[src/rtl/buffered_rx.sv]
// buffered_rx: UART 8N1 receiver feeding a 2**DEPTH byte FIFO, read back through a 32-bit status/data word
// Ports:
//   CLK      single clock, rising edge
//   RESET_N  synchronous active-low reset
//   UART_RX  asynchronous serial input, idle high
//   DATA_RE  strobe: pop the FIFO head
//   DATA_WE  strobe: control write, DATA_WD[0]=1 clears the sticky flags
//   DATA_WD  control word
//   DATA_RD  {14'b0, overrun, framing, count[7:0], head[7:0]}
module buffered_rx #(
    parameter int DEPTH        = 5,
    parameter int CLKS_PER_BIT = 434
) (
    input  logic        CLK,
    input  logic        RESET_N,
    input  logic        UART_RX,
    input  logic        DATA_RE,
    input  logic        DATA_WE,
    input  logic [31:0] DATA_WD,
    output logic [31:0] DATA_RD
);
    localparam int TW = $clog2(CLKS_PER_BIT);
    localparam logic [TW-1:0] FULL_T = TW'(CLKS_PER_BIT - 1);
    localparam logic [TW-1:0] HALF_T = TW'(CLKS_PER_BIT / 2 - 1);
    typedef enum logic [1:0] {IDLE, START, DATA, STOP} state_t;
    state_t state, state_n;
    logic [TW-1:0] timer, timer_n;
    logic [2:0] bit_idx, idx_n;
    logic [7:0] shreg, sh_n;
    logic stop_err, err_n;
    logic rx_s1, rx_s2;
    logic push, fe_set;
    logic [7:0] mem [2**DEPTH];
    logic [DEPTH:0] wr, rd, count;
    logic full, empty, pop, wr_en, clr, ferr, ovr;
    logic unused_wd;
    assign unused_wd = ^DATA_WD[31:1];
    always_ff @(posedge CLK) begin
        if (!RESET_N) begin
            rx_s1    <= 1'b1;
            rx_s2    <= 1'b1;
            state    <= IDLE;
            timer    <= '0;
            bit_idx  <= '0;
            shreg    <= '0;
            stop_err <= 1'b0;
        end else begin
            rx_s1    <= UART_RX;
            rx_s2    <= rx_s1;
            state    <= state_n;
            timer    <= timer_n;
            bit_idx  <= idx_n;
            shreg    <= sh_n;
            stop_err <= err_n;
        end
    end
    // Timer counts down to 0; expiry is the cycle it reads 0. In STOP it parks at 0
    // while a framing error waits for the line to return high; stop_err marks that wait
    // so the flag is raised once per bad frame.
    always_comb begin
        state_n = state;
        timer_n = timer;
        idx_n   = bit_idx;
        sh_n    = shreg;
        err_n   = stop_err;
        push    = 1'b0;
        fe_set  = 1'b0;
        case (state)
            IDLE: if (!rx_s2) begin
                state_n = START;
                timer_n = HALF_T;
            end
            START: if (timer != '0) timer_n = timer - 1'b1;
            else if (!rx_s2) begin
                state_n = DATA;
                timer_n = FULL_T;
                idx_n   = '0;
            end else state_n = IDLE;
            DATA: if (timer != '0) timer_n = timer - 1'b1;
            else begin
                sh_n    = {rx_s2, shreg[7:1]};
                timer_n = FULL_T;
                idx_n   = bit_idx + 3'd1;
                state_n = (bit_idx == 3'd7) ? STOP : DATA;
            end
            STOP: if (timer != '0) timer_n = timer - 1'b1;
            else if (rx_s2) begin
                push    = !stop_err;
                err_n   = 1'b0;
                state_n = IDLE;
            end else if (!stop_err) begin
                err_n  = 1'b1;
                fe_set = 1'b1;
            end
        endcase
    end
    assign count = wr - rd;
    assign empty = count == '0;
    assign full  = count == (DEPTH+1)'(2**DEPTH);
    assign pop   = DATA_RE & ~empty;
    // A pop in the same cycle frees the slot a full FIFO would otherwise refuse.
    assign wr_en = push & (~full | pop);
    assign clr   = DATA_WE & DATA_WD[0];
    always_ff @(posedge CLK) begin
        if (!RESET_N) begin
            wr   <= '0;
            rd   <= '0;
            ferr <= 1'b0;
            ovr  <= 1'b0;
        end else begin
            wr   <= wr + (DEPTH+1)'(wr_en);
            rd   <= rd + (DEPTH+1)'(pop);
            ferr <= fe_set | (ferr & ~clr);
            ovr  <= (push & ~wr_en) | (ovr & ~clr);
        end
    end
    always_ff @(posedge CLK) begin
        if (wr_en) mem[wr[DEPTH-1:0]] <= shreg;
    end
    assign DATA_RD = RESET_N ? {14'd0, ovr, ferr, 8'(count), empty ? 8'h00 : mem[rd[DEPTH-1:0]]} : 32'd0;
endmodule

[config.mk]
export PLATFORM = sky130hd
export DESIGN_NAME = buffered_rx
export DESIGN_NICKNAME = d
export VERILOG_FILES = /design/src/rtl/buffered_rx.sv
export SDC_FILE = /design/constraint.sdc
export NUM_CORES = 1
export LEC_CHECK = 0
export ABC_AREA = 1
export BUFFER_PORTS_ARGS = -buffer_cell sky130_fd_sc_hd__buf_2
export CORE_MARGIN = 10
export CORE_UTILIZATION = 45
export CTS_BUF_LIST = sky130_fd_sc_hd__clkbuf_16
export CTS_CLUSTER_DIAMETER = 100
export DETAILED_ROUTE_END_ITERATION = 10
export HOLD_SLACK_MARGIN = 0.06
export PLACE_DENSITY = 0.66
export SLEW_MARGIN = 20
export SYNTH_ARGS = -nofsm -noshare
export SYNTH_HDL_FRONTEND = slang
export SYNTH_SLANG_ARGS = --single-unit
export TNS_END_PERCENT = 100
[constraint.sdc]
create_clock -name CLK -period 2.9 [get_ports CLK]
set_input_delay 0.58 -clock CLK [delete_from_list [all_inputs] [get_ports CLK]]
set_output_delay 0.58 -clock CLK [all_outputs]
set_load 0.01 [all_outputs]
==> impl_metrics.env, run 1 <==
export IMPL_status="finished, violations left"
export IMPL_violations="setup timing"
export IMPL_start_kind="flip-flop"
export IMPL_postPlaceCellArea_um2=13700
export IMPL_antenna_left=0
export IMPL_clk_pin_slew_ns=0.06
export IMPL_max_freq_mhz=318
export IMPL_timing_final_ws_setup_ns=-0.248
export IMPL_dp_slack_ns=0.183
export IMPL_clk_insertion_delay_late_ns=0.55
export IMPL_syn_inst=1265
export IMPL_post_route_util_pct=52.8
export IMPL_powerDensity_nw_per_um2=794
export IMPL_cts_buffers=31
export IMPL_initial_core_util_pct=45.9
export IMPL_synthToLayoutAreaGrowth_pct=15.1
export IMPL_fp_dieW_um=189
export IMPL_worst_ep_arrival_time_ns=2.57
export IMPL_ys_warn_count=0
export IMPL_clock_skew_ns=0.0103
export IMPL_cts_sinks=295
export IMPL_cp_required_ns=2.32
export IMPL_crit_path_end_kind="primary output"
export IMPL_viasPerCell=5.17
export IMPL_cp_slowest_cell="fa_2"
export IMPL_die_area_um2=35700
export IMPL_grt_antenna_before_repair=0
export IMPL_clock_path_buffers=3
export IMPL_slew_viol_final=0
export IMPL_avgSynthCellArea_um2=10.2
export IMPL_finalCritPeriodShare_pct=109
export IMPL_dr_pass1_iters=5
export IMPL_n_antenna_cell=0
export IMPL_p_leak_uw=0.00579
export IMPL_grt_max_degree=67
export IMPL_ir_drop_mv=0.610
export IMPL_critPathMaxStageDelay_ns=0.45
export IMPL_grt_pass1_vias=8764
export IMPL_worst_path_max_fanout=8
export IMPL_rows=61
export IMPL_dpl_hpwl_mm=17.5
export IMPL_post_route_min_period_ns=3.15
export IMPL_num_vias=8947
export IMPL_grt_pass1_wl_mm=46.8
export IMPL_final_area_um2=14800
export IMPL_setup_viol=8
export IMPL_io_buffers=21
export IMPL_hold_buffers=0
export IMPL_die_h_um=189
export IMPL_cts_htree_levels=1
export IMPL_grt_usage_pct=16.3
export IMPL_drive_gt1_share_pct=12.8
export IMPL_synth_seq_area_share_pct=65.9
export IMPL_clockRootBuffer="clkbuf_16"
export IMPL_drt_iter0_drc=753
export IMPL_crit_type="reg -> out"
export IMPL_hold_class="in -> reg"
export IMPL_drv_cap=0
export IMPL_synthDistinctLibCells=32
export IMPL_ioPinCount=69
export IMPL_tritoncts="done"
export IMPL_fin_nets=1387
export IMPL_wl_per_cell_um=17.1
export IMPL_rsz0062_at_grt="true"
export IMPL_place_congestion=0.845
export IMPL_multiInputGateArea_um2=3930
export IMPL_syn_area_um2=12900
export IMPL_synth_seq_cells=295
export IMPL_routed_wl_mm=29.6
export IMPL_coreArea_um2=28000
export IMPL_cp_common_cell="inv_2"
export IMPL_register_area_um2=8480
export IMPL_hold_viol=0
export IMPL_drc_errors=0
export IMPL_fill_cells=2483
export IMPL_grt_overflow=0
export IMPL_cp_cell_sequence="inv_2, ha_4, inv_2, fa_2, inv_2, nand2_1, nor2_1, nand3_1, nor2_2, nand2_1, nand2_2, buf_12, nor2_1, buf_2"
-- layout by cell type (no fill, tap or decap), types with 15 or more instances in the layout --
master and n:
a21oi_1 56, buf_2 20, buf_4 65, clkbuf_16 31, conb_1 16, dfxtp_1 35
edfxtp_1 256, ha_1 15, inv_1 53, nand2_1 424, nand3_1 194, nor2_1 90
-- layer usage --
layer	global-route usage (%)	wire length, um
met2	27.0	14200
met1	21.5	12800
met4	5.16	750
met5	0	0
met3	2.55	1910
-- area by class of cell --
cell class,instances,share of cell area [%]
clock inverters,24,0.913
clock buffers,31,5.24
flip-flops and latches,295,57.3
repair buffers,95,5.34
inverters,55,1.48
multi-input cells,854,26.5
well taps,378,3.20
-- where the power goes --
group	total, uW	internal [uW]	leakage, uW	switching (uW)
logic	3500	1200	0.00263	2300
registers	4690	4630	0.00269	62.3
clock network	3550	2010	0.000472	1540
total	11700	7840	0.00579	3900
-- worst max-delay path: cells and delay by family, from the launching register on --
kind,cells,cell delay [ns]
adders and majority gates,2,0.60
buffers and inverters,5,0.46
DFF,1,0.33
and+or+nand+nor,7,0.62
-- stage by stage --
stage | total power (uW) | TNS (ns) | instances | hold WS [ns]
floorplan | 7140 | 0 | 1280 | 0.393
global placement | 7970 | 0 | 1669 | 0.395
detailed placement | 8020 | 0 | 1669 | 0.411
CTS | 11800 | -1.41 | 1731 | 0.199
global route | 12400 | -2.75 | 1732 | 0.218
finish | 11700 | -1.91 | 1732 | 0.214
-- path summary, 6_finish.rpt --
| kind | cells after the start | slack (ns) | endpoint | startpoint |
|---|---|---|---|---|
| setup / recovery | 14 | -0.25 | DATA_RD[0] | wr[0] |
| hold / removal | 2 | 0.21 | rx_s1 | UART_RX |
| setup reg to reg | 16 | 0.26 | mem[24][3] | wr[0] |
| hold reg to reg | 1 | 0.42 | rx_s2 | rx_s1 |
-- Yosys cell counts (all sizes together) --
cell | number | area [um^2]
clkinv | 3 | 11.3
nor4 | 1 | 6.26
nand2 | 428 | 1610
o31ai | 1 | 7.51
inv | 52 | 195
nand3 | 201 | 1070
xor2 | 3 | 26.3
buf | 47 | 259
a21boi | 2 | 15.0
dfxtp | 39 | 781
clkbuf | 29 | 109
nor3 | 6 | 41.3
ha | 17 | 213
nor2 | 101 | 389
o21ai | 11 | 55.1
conb | 1 | 3.75
xnor2 | 2 | 17.5
fa | 1 | 20.0
edfxtp | 256 | 7690
or2 | 3 | 18.8
a21oi | 56 | 280
nand4 | 5 | 31.3
-- state kept, by name, summed over array words and instances (netlist names), named ones only --
| name | count |
|---|---|
| ferr | 1 |
| shreg | 8 |
| stop_err | 1 |
| wr | 6 |
| ovr | 1 |
| rd | 6 |
| rx_s1 | 1 |
| rx_s2 | 1 |
| state | 1 |
| mem | 256 |
| timer | 9 |
| bit_idx | 3 |
-- cell families (layout without fill, tap and decap cells) --
group,count (synthesis),in the layout,share of synthesized area (%)
AO/OA/AOI/OAI,70,70,2.78
XOR/XNOR,5,5,0.341
adder cells (fa/ha/maj),18,18,1.81
buffers and inverters,131,205,4.47
flip-flops,295,295,65.9
other,1,16,0.0292
AND/OR/NAND/NOR,745,745,24.7
-- timing repair --
| action | in CTS | in global routing |
|---|---|---|
| setup buffers | 6 | 1 |
| hold endpoints to repair | 0 | 0 |
| pin swaps | 13 | 4 |
| endpoints found under the setup margin | 8 | 8 |
| cloned | 1 | 0 |
| gates resized for setup | 20 | 9 |
Note: power is estimated with default switching activity, not from simulation.
==> run 2, diff against run 1 <==
--- a/config.mk
+++ b/config.mk
@@ -5,7 +5,6 @@
 export SDC_FILE = /design/constraint.sdc
 export NUM_CORES = 1
 export LEC_CHECK = 0
-export ABC_AREA = 1
 export BUFFER_PORTS_ARGS = -buffer_cell sky130_fd_sc_hd__buf_2
 export CORE_MARGIN = 10
 export CORE_UTILIZATION = 45
==> impl_metrics.env, run 2 <==
export IMPL_status="finished, violations left"
export IMPL_violations="setup timing"
export IMPL_dp_slack_ns=-0.161
export IMPL_fp_dieW_um=187
export IMPL_num_vias=7373
export IMPL_worstReg2RegEnd="rd[4]"
export IMPL_finalCritPeriodShare_pct=121
export IMPL_met2_usage_pct=26.8
export IMPL_synth_seq_area_share_pct=67.7
export IMPL_die_h_um=187
export IMPL_synthDistinctLibCells=66
export IMPL_synth_async_reset_ratio_pct=0
export IMPL_critPathMaxStageDelay_ns=0.54
export IMPL_final_area_um2=15200
export IMPL_die_area_um2=34900
export IMPL_dr_pass1_iters=5
export IMPL_clockRootBuffer="clkbuf_16"
export IMPL_hold_buffers=0
export IMPL_grt_pass1_wl_mm=44.1
export IMPL_yosys_area_top_type="edfxtp_1"
export IMPL_synthTopCellsByArea="edfxtp_1, mux4_2, dfxtp_1"
export IMPL_crit_type="reg -> out"
export IMPL_p_switching_uw=3210
export IMPL_cp_cell_sequence="inv_2, ha_4, inv_2, fa_2, nand2b_4, or4_4, o41ai_4, buf_6, a31oi_2, buf_2"
export IMPL_reg2reg_depth=12
export IMPL_setup_viol=8
export IMPL_postPlaceCellArea_um2=14200
export IMPL_hold_depth=2
export IMPL_grt_usage_pct=15.9
export IMPL_slew_viol_final=0
export IMPL_fin_nets=977
export IMPL_relSlewSlack_pct=40.0
export IMPL_hold_viol=0
export IMPL_ys_top_cells_by_count="edfxtp_1, nor2_1, mux4_2, nor4_1"
export IMPL_drive_gt1_share_pct=29.3
export IMPL_clk_pin_slew_ns=0.06
export IMPL_routed_wl_mm=28.2
export IMPL_io_buffers=21
export IMPL_place_inst=1258
export IMPL_max_freq_mhz=285
export IMPL_final_cells=1316
export IMPL_viasPerCell=5.60
export IMPL_min_to="rx_s1"
export IMPL_worst_path_max_fanout=8
export IMPL_use_met1_pct=21.1
export IMPL_clock_path_buffers=3
export IMPL_syn_inst=820
export IMPL_worst_ep_arrival_time_ns=2.92
export IMPL_grt_use_met3_pct=2.16
export IMPL_wl_per_cell_um=21.4
export IMPL_powerDensity_nw_per_um2=723
export IMPL_worst_pin_slew_ns=0.897
export IMPL_tritoncts="done"
export IMPL_rrSetupSlack_ns=0.06
export IMPL_grt_overflow=0
export IMPL_r2r_start="wr[0]"
export IMPL_p_clk_share_pct=31.0
export IMPL_hold_class="in -> reg"
export IMPL_crit_path_end_kind="primary output"
export IMPL_antenna_left=0
export IMPL_synth_edf_count=256
export IMPL_cts_buffers=29
export IMPL_coreArea_um2=27200
export IMPL_dpl_hpwl_mm=18.3
export IMPL_seq_power_share_pct=42.5
export IMPL_post_route_util_pct=56.0
export IMPL_layout_commonest_cell="edfxtp_1"
export IMPL_p_int_uw=7810
export IMPL_synth_ff_type="edfxtp_1"
export IMPL_clock_skew_ns=0.0184
export IMPL_place_congestion=0.838
export IMPL_drv_cap=0
export IMPL_initial_core_util_pct=46.0
export IMPL_cp_common_cell="inv_2"
export IMPL_largest_reg_flops=256
export IMPL_post_route_min_period_ns=3.50
export IMPL_grt_max_degree=71
export IMPL_final_cell_mix="edfxtp_1, buf_4, nor2_1, mux4_2, nand2_1"
export IMPL_fill_cells=2157
export IMPL_ys_warn_count=0
export IMPL_busiest_layer="met2"
export IMPL_cp_required_ns=2.32
export IMPL_grt_antenna_before_repair=0
export IMPL_cp_slowest_cell="or4_4"
export IMPL_p_comb_share_pct=26.5
export IMPL_ir_drop_mv=0.346
export IMPL_n_antenna_cell=0
export IMPL_p_leak_uw=0.00497
export IMPL_clk_insertion_delay_late_ns=0.56
export IMPL_timing_final_ws_setup_ns=-0.603
export IMPL_hold_start="UART_RX"
export IMPL_synth_top_cell_area_share_pct=61.5
export IMPL_drt_iter0_drc=650
export IMPL_synth_most_common_cell="edfxtp_1"
export IMPL_finalPower_uw=11000
export IMPL_ioPinCount=69
export IMPL_avgSynthCellArea_um2=15.2
export IMPL_start_kind="flip-flop"
export IMPL_synth_seq_cells=295
export IMPL_switching_share_pct=29.1
export IMPL_cts_htree_levels=1
export IMPL_cts_sinks=295
export IMPL_synthToLayoutAreaGrowth_pct=21.8
export IMPL_grt_pass1_vias=7462
export IMPL_drc_errors=0
export IMPL_rsz0062_at_grt="true"
export IMPL_rows=60
export IMPL_syn_area_um2=12500
run 2: cell count changes in the layout (fill, tap and decap cells not counted), moves of 10 or more:
cell,previous run,this run
nand3_1,194,6
nor2_1,90,58
a22oi_1,0,18
mux4_2,0,48
buf_4,65,78
a211oi_1,0,28
nor2b_1,0,32
nand2b_1,0,10
nor4_4,0,31
nor4_1,1,16
inv_1,53,17
a21oi_1,56,29
nand2_1,424,38
run 2: layer usage:
layer,share of wire [%],routed length [um]
met1,42,11800
met2,50,14200
met3,5.5,1550
met4,2.1,592
met5,0,0
run 2: cell type report:
type	count	area, um^2	area share (%)
Sequential cell	295	8480	55.7
Multi-Input combinational cell	463	4290	28.2
Timing Repair Buffer	120	1060	6.98
Clock buffer	30	751	4.93
Tap cell	372	465	3.06
Clock inverter	23	116	0.764
Inverter	13	61.3	0.403
run 2: worst max-delay path by stage:
stage / from / endpoint / slack, ns / depth (start not counted)
2_1_floorplan: rd[3] / rd[4] / 0.0005 / 14
3_3_place_gp: wr[0] / DATA_RD[7] / -0.16 / 10
3_5_place_dp: wr[0] / DATA_RD[7] / -0.16 / 10
4_1_cts: wr[0] / DATA_RD[7] / -0.62 / 10
5_1_grt: wr[0] / DATA_RD[7] / -0.68 / 10
6_report: wr[0] / DATA_RD[7] / -0.60 / 10
run 2: stage by stage:
| step | hold WS, ns | setup TNS, ns |
|---|---|---|
| detailed placement | 0.401 | -1.32 |
| floorplan | 0.386 | 0 |
| global placement | 0.403 | -1.97 |
| finish | 0.215 | -4.57 |
| global route | 0.220 | -5.39 |
| CTS | 0.200 | -4.73 |
run 2: what timing repair did:
| action | 4_1_cts | 5_1_grt |
|---|---|---|
| buffers inserted | 3 | 2 |
| endpoints found under the setup margin | 78 | 102 |
| resized for setup | 13 | 20 |
| pin swaps | 0 | 6 |
run 2: logic make-up after synthesis:
kind of cell / after synthesis / share of synthesized area [%]
multiplexers: 51 / 8.89
AO/OA/AOI/OAI: 124 / 6.93
AND/OR/NAND/NOR: 241 / 10.5
other: 1 / 0.0300
XOR/XNOR: 13 / 0.911
flip-flops: 295 / 67.7
buffers and inverters: 77 / 3.20
adder cells (fa/ha/maj): 18 / 1.86
run 2: power by group through the flow:
| stage | Sequential, uW | Clock (uW) | Combinational (uW) |
|---|---|---|---|
| 2_1_floorplan | 4750 | 0 | 1950 |
| 3_3_place_gp | 4760 | 0 | 2760 |
| 3_5_place_dp | 4760 | 0 | 2780 |
| 4_1_cts | 4670 | 3490 | 2870 |
| 5_1_grt | 4680 | 3670 | 3170 |
| 6_report | 4680 | 3420 | 2920 |
run 2: worst max-delay path: cells and delay by family (launching register included):
family,cells,cell delay [ns]
buffers and inverters,4,0.48
AO/OA/AOI/OAI,2,0.31
AND/OR/NAND/NOR,2,0.69
adder cells (fa/ha/maj),2,0.57
flip-flops,1,0.33
==> run 3, diff against run 2 <==
==> constraint.sdc (replaced) <==
create_clock -name CLK -period 2.9 [get_ports CLK]
set_input_delay 0.145 -clock CLK [delete_from_list [all_inputs] [get_ports CLK]]
set_output_delay 0.145 -clock CLK [all_outputs]
set_load 0.01 [all_outputs]
==> impl_metrics.env, run 3 (same netlist as run 2, synthesis figures left out) <==
export IMPL_n_antenna_cell=0
export IMPL_largest_reg_flops=256
export IMPL_die_h_um=187
export IMPL_dpl_hpwl_mm=18.0
export IMPL_die_area_um2=34900
export IMPL_place_inst=1253
export IMPL_viasPerCell=5.60
export IMPL_p_int_uw=8170
export IMPL_grt_antenna_before_repair=0
export IMPL_ioPinCount=69
export IMPL_synthToLayoutAreaGrowth_pct=24.6
export IMPL_wl_per_cell_um=21.8
export IMPL_clock_skew_ns=0.0125
export IMPL_grt_pass1_wl_mm=44.7
export IMPL_cts_sinks=295
export IMPL_rsz0062_at_grt="true"
export IMPL_final_cells=1334
export IMPL_clockRootBuffer="clkbuf_16"
export IMPL_clk_pin_slew_ns=0.06
export IMPL_start_kind="flip-flop"
export IMPL_p_comb_share_pct=27.3
export IMPL_clk_insertion_delay_late_ns=0.56
export IMPL_clock_path_buffers=3
export IMPL_cts_buffers=31
export IMPL_drv_cap=0
export IMPL_coreArea_um2=27200
export IMPL_multiInputGateArea_um2=4340
export IMPL_fill_cells=2105
export IMPL_drt_iter0_drc=534
export IMPL_grt_pass1_vias=7424
export IMPL_antenna_left=0
export IMPL_status="finished, violations left"
export IMPL_rows=60
export IMPL_grt_max_degree=57
export IMPL_crit_path_end_kind="primary output"
export IMPL_drc_errors=0
export IMPL_setup_viol=183
export IMPL_initial_core_util_pct=46.0
export IMPL_place_congestion=0.842
export IMPL_hold_viol=0
export IMPL_cp_required_ns=2.76
export IMPL_ir_drop_mv=0.501
export IMPL_final_cell_mix="edfxtp_1, buf_4, nor2_1, mux4_2, nand2_1"
export IMPL_grt_overflow=0
export IMPL_register_area_um2=8480
export IMPL_fp_dieW_um=187
export IMPL_grt_usage_pct=16.1
export IMPL_p_leak_uw=0.00508
export IMPL_switching_share_pct=28.8
export IMPL_routed_wl_mm=29.0
export IMPL_crit_type="reg -> out"
export IMPL_max_freq_mhz=312
export IMPL_p_switching_uw=3300
export IMPL_worst_ep_arrival_time_ns=3.06
export IMPL_hold_class="in -> reg"
export IMPL_cts_htree_levels=1
export IMPL_timing_final_ws_setup_ns=-0.309
export IMPL_dr_pass1_iters=5
export IMPL_slew_viol_final=0
export IMPL_io_buffers=21
export IMPL_worst_pin_slew_ns=0.882
export IMPL_post_route_min_period_ns=3.21
export IMPL_drive_gt1_share_pct=29.9
export IMPL_worst_path_max_fanout=8
export IMPL_violations="setup timing"
export IMPL_tritoncts="done"
export IMPL_seq_power_share_pct=40.7
export IMPL_fin_nets=993
export IMPL_p_clk_share_pct=32.0
export IMPL_relSlewSlack_pct=41.1
export IMPL_layout_commonest_cell="edfxtp_1"
export IMPL_setup_tns_ns=-11.27
export IMPL_powerDensity_nw_per_um2=736
export IMPL_num_vias=7474
export IMPL_finalCritPeriodShare_pct=111
[run 3: changes by cell type in the layout (fill, tap and decap cells not counted), moves of 3 or more]
cell           previous run  this run
clkinv_1                  7        12
dlygate4sd3_1             0         5
buf_2                    20        17
buf_6                     8        28
buf_4                    78        69
clkbuf_16                30        33
[run 3: worst max-delay path: stages (launching register included)]
cell,delay [ns]
dfxtp_2,0.33
inv_2,0.05
ha_4,0.15
inv_2,0.05
fa_2,0.43
nand2b_4,0.16
or4_4,0.54
o41ai_4,0.28
buf_6,0.21
buf_6,0.12
a31oi_4,0.04
buf_6,0.15
[run 3: through the flow]
step	util [%]	setup slack, ns	total power, uW	hold slack [ns]	area [um^2]
floorplan	-	0.00920	6700	0.246	13100
global placement	51.4	-0.0718	7430	0.357	14000
detailed placement	51.4	-0.0976	7440	0.350	14000
CTS	55.9	-0.397	11400	0.111	15200
global route	57.3	-0.397	11900	0.163	15600
finish	57.3	-0.309	11500	0.129	15600
[run 3: worst paths after layout]
path         cells past startpoint  slack [ns]          to     from
max                             11       -0.31  DATA_RD[3]    wr[0]
min                              4        0.13       rd[0]  DATA_RE
max reg2reg                     13       -0.09  mem[14][0]    wr[0]
min reg2reg                      1        0.43       rx_s2    rx_s1
[run 3: timing repair]
item                       CTS  global route
pin swaps                    5            30
resized for setup           28            44
hold buffers                 5             0
cloned                       1             2
setup endpoints to repair  148           238
hold endpoints to repair     8             0
buffers inserted             6            24
[run 3: power groups by stage]
stage | combinational [uW] | sequential, uW | clock (uW)
after floorplan | 1950 | 4750 | 0
after detailed placement | 2680 | 4760 | 0
after global placement | 2670 | 4760 | 0
after CTS | 2970 | 4670 | 3720
after global routing | 3370 | 4680 | 3900
final | 3130 | 4670 | 3670
[run 3: routing by layer]
metal | vias up | share of wire [%] | global-route usage [%]
li1 | 3431 | - | -
met1 | 3794 | 43 | 21.6
met2 | 197 | 49 | 26.5
met3 | 52 | 5.8 | 2.64
met4 | 0 | 2.2 | 4.84
met5 | - | 0 | 0
[run 3: layout make-up]
cell class                 instances  area share [%]
multi-input combinational        463            27.9
tap                              372            2.99
clock buffer                      31            4.98
sequential                       295            54.4
timing repair buffer             134            8.34
inverter                          13           0.345
clock inverter                    26            1.06
